### config.mk
export PLATFORM = sky130hd
export DESIGN_NAME = branch_pc_unit
export DESIGN_NICKNAME = d
export VERILOG_FILES = /design/src/rtl/branch_pc_unit.sv
export SDC_FILE = /design/constraint.sdc
export NUM_CORES = 1
export LEC_CHECK = 0
export ABC_CLOCK_PERIOD_IN_PS = 2700
export CAP_MARGIN = 20
export CORE_ASPECT_RATIO = 1.4
export CORE_MARGIN = 4
export CORE_UTILIZATION = 40
export CTS_CLUSTER_DIAMETER = 120
export DETAILED_ROUTE_END_ITERATION = 8
export HOLD_SLACK_MARGIN = 0.12
export PLACE_DENSITY = 0.68
export REMOVE_ABC_BUFFERS = 1
export SLEW_MARGIN = 20
export SYNTH_ARGS = -nofsm -noshare
export SYNTH_HDL_FRONTEND = slang
export SYNTH_HIERARCHICAL = 1
export SYNTH_SLANG_ARGS = --single-unit
### constraint.sdc
create_clock -name clk -period 2.7 [get_ports clk]
set_clock_uncertainty 0.05 [all_clocks]
set_input_delay 0.675 -clock clk [delete_from_list [all_inputs] [get_ports clk]]
set_output_delay 0.675 -clock clk [all_outputs]
set_load 0.005 [all_outputs]
### src/rtl/branch_pc_unit.sv
// Program-counter / next-address stage behind the 8-bit ALU: sequential fetch, jumps,
// conditional branches resolved by the ALU zero flag with a bounded wait. Optional LIFO under CALL_STACK_EN.
module branch_pc_unit_checker #(
  parameter int PC_W = 8
) (
  input logic            clk,
  input logic            rst_n,
  input logic [PC_W-1:0] pc,
  input logic            pc_valid,
  input logic            busy,
  input logic            br_timeout,
  input logic            stack_err
);
  logic unused_pc_s;
  assign unused_pc_s = ^pc;

  a_valid_busy_exclusive: assert property (@(posedge clk) disable iff (!rst_n) !(pc_valid && busy));
  a_timeout_only_busy:    assert property (@(posedge clk) disable iff (!rst_n) br_timeout |-> busy);
  a_stack_err_sticky:     assert property (@(posedge clk) disable iff (!rst_n) $past(stack_err) |-> stack_err);
endmodule

module branch_pc_unit #(
  parameter int PC_W        = 8,
  parameter int RESET_PC    = 0,
  parameter int WAIT_MAX    = 4,
  parameter int STACK_DEPTH = 4
) (
  input  logic            clk,
  input  logic            rst_n,
  input  logic            instr_valid,
  input  logic            is_branch,
  input  logic            is_jump,
  input  logic            is_call,
  input  logic            is_ret,
  input  logic [7:0]      br_offset,
  input  logic [PC_W-1:0] jump_target,
  input  logic            alu_zero,
  input  logic            alu_done,
  input  logic            stall,
  output logic [PC_W-1:0] pc,
  output logic            pc_valid,
  output logic            busy,
  output logic            br_timeout,
  output logic            stack_err
);
  localparam int CNT_W = $clog2(WAIT_MAX + 1);

  typedef enum logic [1:0] {
    S_FETCH  = 2'd0,
    S_WAIT   = 2'd1,
    S_UPDATE = 2'd2
  } state_t;

  state_t            state_r, state_s;
  logic [PC_W-1:0]   pc_r, pc_s, pc_inc_s;
  logic [CNT_W-1:0]  cnt_r, cnt_s;
  logic              taken_r, taken_s;
  logic              pc_valid_r, busy_r, timeout_r, timeout_s;

  function automatic logic [PC_W-1:0] sext_offset(input logic [7:0] off);
    return PC_W'($signed(off));
  endfunction

  assign pc_inc_s = pc_r + PC_W'(1);

`ifdef CALL_STACK_EN
  localparam int SP_W  = $clog2(STACK_DEPTH + 1);
  localparam int IDX_W = (STACK_DEPTH > 1) ? $clog2(STACK_DEPTH) : 1;

  logic [PC_W-1:0]  stack_r [STACK_DEPTH];
  logic [SP_W-1:0]  sp_r;
  logic             err_r;
  logic             push_s, pop_s, err_set_s;
  logic [IDX_W-1:0] push_idx_s, top_idx_s;

  assign push_idx_s = IDX_W'(sp_r);
  assign top_idx_s  = IDX_W'(sp_r - SP_W'(1));
`else
  logic unused_call_s;
  assign unused_call_s = is_call ^ is_ret;
`endif

  // Next-state, next-pc and wait-counter decisions
  always_comb begin
    state_s   = state_r;
    pc_s      = pc_r;
    cnt_s     = cnt_r;
    taken_s   = taken_r;
    timeout_s = 1'b0;
`ifdef CALL_STACK_EN
    push_s    = 1'b0;
    pop_s     = 1'b0;
    err_set_s = 1'b0;
`endif
    case (state_r)
      S_FETCH: begin
        // pc_valid_r gates the idle cycle right after reset release
        if (pc_valid_r && instr_valid && !stall) begin
          if (is_jump) begin
            pc_s = jump_target;
          end
`ifdef CALL_STACK_EN
          else if (is_call) begin
            if (sp_r == SP_W'(STACK_DEPTH)) begin
              pc_s      = pc_inc_s;
              err_set_s = 1'b1;
            end else begin
              pc_s   = jump_target;
              push_s = 1'b1;
            end
          end else if (is_ret) begin
            if (sp_r == '0) begin
              pc_s      = pc_inc_s;
              err_set_s = 1'b1;
            end else begin
              pc_s  = stack_r[top_idx_s];
              pop_s = 1'b1;
            end
          end
`endif
          else if (is_branch) begin
            state_s = S_WAIT;
            cnt_s   = '0;
          end else begin
            pc_s = pc_inc_s;
          end
        end else begin
          state_s = S_FETCH;
        end
      end
      S_WAIT: begin
        cnt_s = cnt_r + CNT_W'(1);
        if (alu_done) begin
          taken_s = alu_zero;
          state_s = S_UPDATE;
        end else if (cnt_r == CNT_W'(WAIT_MAX - 1)) begin
          taken_s   = 1'b0;
          timeout_s = 1'b1;
          state_s   = S_UPDATE;
        end else begin
          state_s = S_WAIT;
        end
      end
      S_UPDATE: begin
        if (!stall) begin
          pc_s    = taken_r ? (pc_inc_s + sext_offset(br_offset)) : pc_inc_s;
          state_s = S_FETCH;
        end else begin
          state_s = S_UPDATE;
        end
      end
      default: begin
        state_s = S_FETCH;
      end
    endcase
  end

  // State, pc and registered status outputs
  always_ff @(posedge clk or negedge rst_n) begin
    if (!rst_n) begin
      state_r    <= S_FETCH;
      pc_r       <= PC_W'(RESET_PC);
      cnt_r      <= '0;
      taken_r    <= 1'b0;
      pc_valid_r <= 1'b0;
      busy_r     <= 1'b0;
      timeout_r  <= 1'b0;
    end else begin
      state_r    <= state_s;
      pc_r       <= pc_s;
      cnt_r      <= cnt_s;
      taken_r    <= taken_s;
      pc_valid_r <= (state_s == S_FETCH);
      busy_r     <= (state_s != S_FETCH);
      timeout_r  <= timeout_s;
    end
  end

`ifdef CALL_STACK_EN
  // Return-address LIFO and sticky overflow/underflow flag
  always_ff @(posedge clk or negedge rst_n) begin
    if (!rst_n) begin
      sp_r  <= '0;
      err_r <= 1'b0;
      for (int i = 0; i < STACK_DEPTH; i++) begin
        stack_r[i] <= '0;
      end
    end else begin
      if (push_s) begin
        stack_r[push_idx_s] <= pc_inc_s;
        sp_r                <= sp_r + SP_W'(1);
      end else if (pop_s) begin
        sp_r <= sp_r - SP_W'(1);
      end else begin
        sp_r <= sp_r;
      end
      if (err_set_s) begin
        err_r <= 1'b1;
      end else begin
        err_r <= err_r;
      end
    end
  end

  assign stack_err = err_r;
`else
  assign stack_err = 1'b0;
`endif

  assign pc         = pc_r;
  assign pc_valid   = pc_valid_r;
  assign busy       = busy_r;
  assign br_timeout = timeout_r;

  branch_pc_unit_checker #(.PC_W(PC_W)) u_checker (
    .clk        (clk),
    .rst_n      (rst_n),
    .pc         (pc),
    .pc_valid   (pc_valid),
    .busy       (busy),
    .br_timeout (br_timeout),
    .stack_err  (stack_err)
  );
endmodule
==> results of run 1 <==
-- power groups by stage --
stage | combinational [W] | sequential (W) | clock, W
floorplan | 0.000715 | 0.000469 | 0
global placement | 0.00109 | 0.000472 | 0
detailed placement | 0.00113 | 0.000477 | 0
CTS | 0.00114 | 0.000472 | 0.000192
global route | 0.00128 | 0.000495 | 0.000206
finish | 0.00115 | 0.000477 | 0.000189
-- what timing repair did --
item                       in CTS  in global routing
buffers inserted                0                  0
setup endpoints to repair       0                  1
hold endpoints to repair        0                  0
gates resized for setup         0                  2
-- metrics by stage --
| step | area (sq um) | util [%] | setup TNS [ps] | hold WS (ps) | power (W) |
|---|---|---|---|---|---|
| after floorplan | 1370 | - | 0 | 329 | 0.00118 |
| after global placement | 1800 | 53.3 | 0 | 420 | 0.00157 |
| after detailed placement | 1800 | 53.3 | -4.23 | 421 | 0.00161 |
| after CTS | 1850 | 54.6 | 0 | 435 | 0.00180 |
| after global routing | 1860 | 55.0 | 0 | 452 | 0.00198 |
| final | 1860 | 55.0 | 0 | 432 | 0.00181 |
-- worst max path at each step --
stage	start	end	slack, ps	cells past startpoint
final	pc[0]	pc[7]	200	10
after CTS	pc[0]	pc[7]	140	10
after global placement	br_offset[0]	pc[6]	10	8
after floorplan	pc[0]	pc[6]	310	9
after detailed placement	br_offset[0]	pc[6]	-4	8
after global routing	pc[1]	pc[7]	10	10
-- state kept, by name (all words and copies together), names as in the netlist --
register	flops
pc	8
cnt_r	3
state_r	2
br_timeout	1
busy	1
pc_valid	1
taken_r	1
-- synthesized netlist by cell type (2+ instances only) --
library cell	n	area, sq um
dfrtp_1	17	425
o221ai_1	2	17.5
o21ai_0	6	30.0
nand3_1	8	40.0
nand2_1	17	63.8
a31oi_1	2	12.5
o31ai_1	3	22.5
nor2b_1	2	12.5
nand2b_1	6	37.5
o211ai_1	2	15.0
ha_1	11	138
nand3b_1	2	15.0
a21o_1	3	22.5
or2_1	4	25.0
o2111ai_1	3	26.3
xnor2_1	3	26.3
buf_2	2	10.0
xor2_1	5	43.8
o21ai_1	4	20.0
a21oi_1	5	25.0
nor2_1	11	41.3
a211oi_2	2	25.0
nor3_1	7	35.0
mux2i_1	4	40.0
inv_1	7	26.3
o21bai_1	2	15.0
-- kinds of logic after synthesis --
logic type / count (synthesis) / share of synthesized area (%)
fa+ha+maj: 12 / 11.3
compound gates: 44 / 23.2
simple gates: 64 / 23.4
other cells: 1 / 0.269
xor+xnor: 8 / 5.03
buf+inv: 11 / 3.41
mux: 4 / 2.87
flops: 17 / 30.5
-- critical path: stages, from the launching register on --
cell	delay, ps
dfrtp_1	350
ha_1	190
nand3_1	170
o21a_1	260
or2_1	240
ha_1	220
nor3_2	150
o2111ai_1	160
a21o_1	220
and4_1	200
o31ai_1	190
-- per-layer routing --
layer | wire length (um) | share of wire (%) | track usage, %
met4 | 63 | 1.8 | 4.64
met5 | 0 | 0 | 0
met2 | 1800 | 51 | 30.3
met3 | 192 | 5.4 | 2.83
met1 | 1470 | 42 | 19.4
-- cell type report --
type | count | share of cell area (%)
Inverter | 7 | 1.41
Sequential cell | 17 | 22.9
Multi-Input combinational cell | 133 | 50.2
Tap cell | 40 | 2.69
Timing Repair Buffer | 39 | 20.3
Clock buffer | 4 | 2.42
==> metrics, run 1 <==
area grow syn2layout 33.3%; sequential share of the synthesized area 30.5%; CP Max Fanout 3; reg-to-reg endpoint pc[7]; MaxCap Viol Count 0; worst endpoint required time between 2000 and 3000 ps; hold path depth 2; GRT Total Usage 16.6%; Max clock buf depth 2; Top FF cell, synth dfrtp_1; most frequent cells in the layout clkdlybuf4s50_1 (34), nand2_1 (17), dfrtp_1 (17), nor2_1 (11), ha_1 (11); yosys warns 6; Switching Share 43.6%; area of the multi-input gates 933 sq um; power per cell area between 900 and 1000 nW/um^2; Worst setup SP type register; # fillers 338; clock insertion delay at the later pin of the skew report 250 ps; Setup CP Type reg -> reg; Internal Power 0.00102 W; drt first pass iters 4; Post-DRT Antenna Nets 0; number of vias per cell 5.52; number of port buffers 34; result of the run complete, no violations; first-pass GRT wire length 6000 um; fin crit share 92.6%; Comb power frac 63.3%; endpoints failing hold 0; Antenna diodes 0; Die X 57.9 um; final max-slew violation count 0; Post-Syn Instances 161; placed insts 236; post-route non-filler standard cell count 240; reg2reg path depth 10; vias in the first global route 1,347; Net Switching 0.000791 W; Root Buffer clkbuf_8; number of synthesized flops with an enable pin 0; syn_area_per_cell approximately 8.7 sq um; worst-margin pin slew just under 800 ps; GRT overflow 0; RSZ-0062 raised after global routing false; Max Fclk 400 MHz; worst reg2reg setup slack around 200 ps; normalized max-slew margin 48.1%; Total Routed Length 3530 um; Rows 25; post-DP HPWL 2890 um; pin count of the biggest net entering global routing 18; clock network power share 10.4%; Worst Path Arrival 2610 ps; Final Setup Violations 0; hold_buf cts 0; Net count, final 239; # clock sinks 17; minimum clock period 2500 ps; Core Area between 3000 and 4000 sq um; Post-Syn Area roughly 1400 sq um; pre-CTS setup slack -4.23 ps; GP Congestion between 0.8 and 0.9; DR WL/cell 14.7 um; hold path endpoint cnt_r[2]; worst min-delay path category reg -> reg; Seq pwr share 26.3%; Clock Pin Slew Worst Setup and Hold Paths 60 ps; H-tree Lvls 1; fraction of layout cells with a size suffix above 1 ~8.0%; commonest non-fill, non-tap cell in the layout clkdlybuf4s50_1; drt drc 0; start of the worst register-to-register path pc[0]; endpoint class of the critical path register; Yosys cell types 47; CTS tree done; initial DRC count 28; register area 425 sq um; initial antenna violation count 0; vias 1,324; final setup margin 200 ps; leak pwr 0.761 nW; Starting Density 41.3%; number of synthesized register bits 17; ys async rst share 100%; TritonCTS Buffers 3; hold path startpoint cnt_r[2]; full die area 4510 sq um; maximum vdd ir drop 0.503 mV; die height 77.8 um; number of placed I/O pins 38
(Power assumes the default switching activity.)
==> run 2: changes to the inputs <==
SYNTH_HIERARCHICAL = default   (was 1)
==> results of run 2 <==
Final layout, timing and power as in run 1 (identical DEF).
Main changes from that run: Yosys warning count 6 -> 0
==> run 3: changes to the inputs <==
CTS_CLUSTER_DIAMETER = 50   (was 120)
RECOVER_POWER = 25   (was default)
REMOVE_ABC_BUFFERS = default   (was 1)
==> run 3 against run 2 <==
Compared with the run above:
- wire length fell by 1.3%
- synthesized area is the same
- combinational power hardly changed
- highest routed layer unchanged
- sequential power down 1%
==> metrics, run 3 <==
result of the run complete, no violations; # fillers 321 (-5.0%); post-CTS sizing 0 (unchanged); first-pass GRT wire length 6000 um (unchanged); Largest register FFs 8 (unchanged); leak pwr 0.753 nW (-1.0%); DR WL/cell 14.6 um (-0.92%); setup repair bufs after CTS 0 (unchanged); Post-synth top cells dfrtp_1 (17), nand2_1 (17), ha_1 (11), nor2_1 (11), nand3_1 (8); number of placed I/O pins 38 (unchanged); endpoints failing hold 0 (unchanged); GP Congestion 0.866 (-0.13%); Root Buffer clkbuf_8; Final Setup Violations 0 (unchanged); Rows 25 (unchanged); post-DP HPWL 2850 um (-1.5%); MaxCap Viol Count 0 (unchanged); vias 1,328 (+0.30%); pin count of the biggest net entering global routing 18 (unchanged); drt drc 0 (unchanged); Yosys cell types 47 (unchanged); Post-Syn Instances 161 (unchanged); worst endpoint required time 2810 ps (about the same); Slowest cell on crit path dfrtp_1; CP bufs+invs 1 (+1); Max clock buf depth 2 (unchanged); crit path launch pc[0]; CTS tree done; WL met3 186 um (-3.1%); Critical Path, Cell by Cell ha_1 > nand3_1 > xor2_1 > inv_1 > ha_1 > nand3_1 > o2111ai_1 > nand3_1 > and4_1 > o31ai_1; endpoint class of the critical path register; die height 77.8 um (unchanged); syn_area_per_cell 8.66 sq um (unchanged); M1 WL 1420 um (-3.5%); most frequent cells in the layout clkdlybuf4s50_1 (32), nand2_1 (17), dfrtp_1 (17), nor2_1 (11), ha_1 (11); Top FF cell, synth dfrtp_1; yosys warns 0; number of port buffers 34 (unchanged); post-synth top area cell dfrtp_1; CP Capture Point pc[7]; area of placed instances 1790 sq um (-0.42%); clock insertion delay at the later pin of the skew report 250 ps (about the same); highest routed layer met4; drt first pass iters 4 (unchanged); commonest non-fill, non-tap cell in the layout clkdlybuf4s50_1; Clock Pin Slew Worst Setup and Hold Paths 60 ps (about the same); normalized max-slew margin 47.5% (-0.53 points); ys async rst share 100% (unchanged); number of synthesized register bits 17 (unchanged); GRT Total Usage 16.8% (+0.15 points); H-tree Lvls 1 (unchanged); number of synthesized flops with an enable pin 0 (unchanged); worst min-delay path category reg -> reg; fraction of layout cells with a size suffix above 1 6.53% (-1.5 points); maximum vdd ir drop 0.456 mV (-9.3%); minimum clock period 2500 ps (-1.92 ps); Synth area leaders dfrtp_1 (31%), ha_1 (9.9%), nand2_1 (4.6%); post-synth net total 199; met2 wire len 1790 um (-0.61%); critical path's largest stage delay 380 ps (+30 ps); TritonCTS Buffers 3 (unchanged); # clock sinks 17 (unchanged); Net count, final 238 (-0.42%); GRT overflow 0 (unchanged); sequential share of the synthesized area 30.5% (unchanged); Worst Path Arrival 2610 ps (about the same); worst reg2reg setup slack 200 ps (about the same); Total Routed Length 3480 um (-1.3%); Post-Syn Area 1390 sq um (unchanged); final max-slew violation count 0 (unchanged); number of vias per cell 5.56 (+0.72%); Setup CP Type reg -> reg; reg-to-reg endpoint pc[7]; area grow syn2layout 31.9%; Max Fclk 400 MHz (about the same); CP top delay family simple AND/OR/NAND/NOR gates; start of the worst register-to-register path pc[0]; Final Cell Area 1840 sq um (-1.1%); hold path startpoint cnt_r[2]; Post-DRT Antenna Nets 0 (unchanged); Antenna diodes 0 (unchanged); hold_buf cts 0 (unchanged); RSZ-0062 raised after global routing false; fin crit share 92.5% (about the same); Core Area 3380 sq um (unchanged); power per cell area 968 nW/um^2 (-0.79%); reg2reg path depth 10 (unchanged); CP Max Fanout 5 (+2); Worst setup SP type register; full die area 4510 sq um (unchanged); worst-margin pin slew 784 ps (+7.80 ps); initial DRC count 17 (-39%); Die X 57.9 um (unchanged); CP Depth 10 (unchanged); vias in the first global route 1,363 (+1.2%); initial antenna violation count 0 (unchanged); Starting Density 41.3% (unchanged); crit-path most repeated cell nand3_1; post-synth top area share 30.5% (unchanged); hold path depth 2 (unchanged); fin util 54.4% (-0.59 points)
-- run 3: cell counts after synthesis --
No cell type changed its count.
-- run 3: metal layers --
metal | global-route usage, % | vias to the layer above
met3 | 3.16 | 9
met2 | 30.1 | 39
met4 | 8.12 | 0
met5 | 0 | -
met1 | 18.3 | 613
li1 | - | 667
-- run 3: worst reg2reg max path, delay by kind of cell (launching register included) --
kind                       cells  cell delay [ps]
AOI/OAI and AO/OA              2              440
DFF                            1              380
and+or+nand+nor                4              650
xor gates and xnor gates       1              230
buffers and inverters          1               70
adders and majority gates      2              580
-- run 3: logic make-up after synthesis --
kind of cell    Yosys count  share of synthesized area (%)
compound gates           44                           23.2
xor+xnor                  8                           5.03
fa+ha+maj                12                           11.3
buf+inv                  11                           3.41
flops                    17                           30.5
mux                       4                           2.87
other cells               1                          0.269
simple gates             64                           23.4
-- run 3: worst min-delay path by stage --
stage	endpoint
after floorplan	br_timeout
after global placement	cnt_r[2]
after detailed placement	cnt_r[2]
after CTS	cnt_r[2]
after global routing	cnt_r[0]
final	cnt_r[2]
-- run 3: power breakdown --
part,switching (W),total [W],internal [W]
Combinational,0.000567,0.00112,0.000551
Sequential,0.000125,0.000472,0.000348
Clock,0.0000838,0.000189,0.000105
Total,0.000775,0.00178,0.00100
-- run 3: metrics by stage --
step           cells  total power (W)  setup TNS (ps)  worst slack (ps)  hold WS [ps]
2_1_floorplan    161          0.00119               0               320           329
3_3_place_gp     235          0.00155           -26.3             -26.3           417
3_5_place_dp     235          0.00159           -49.4             -49.4           428
4_1_cts          239          0.00180               0               188           442
5_1_grt          239          0.00196               0              2.97           497
6_report         239          0.00178               0               202           436
-- run 3: cell type report --
| type | instances | area [sq um] | share of cell area [%] |
|---|---|---|---|
| Sequential cell | 17 | 425 | 23.1 |
| Multi-Input combinational cell | 133 | 921 | 50.1 |
| Inverter | 7 | 26.3 | 1.43 |
| Tap cell | 40 | 50.0 | 2.72 |
| Clock buffer | 4 | 45.0 | 2.45 |
| Timing Repair Buffer | 38 | 370 | 20.1 |
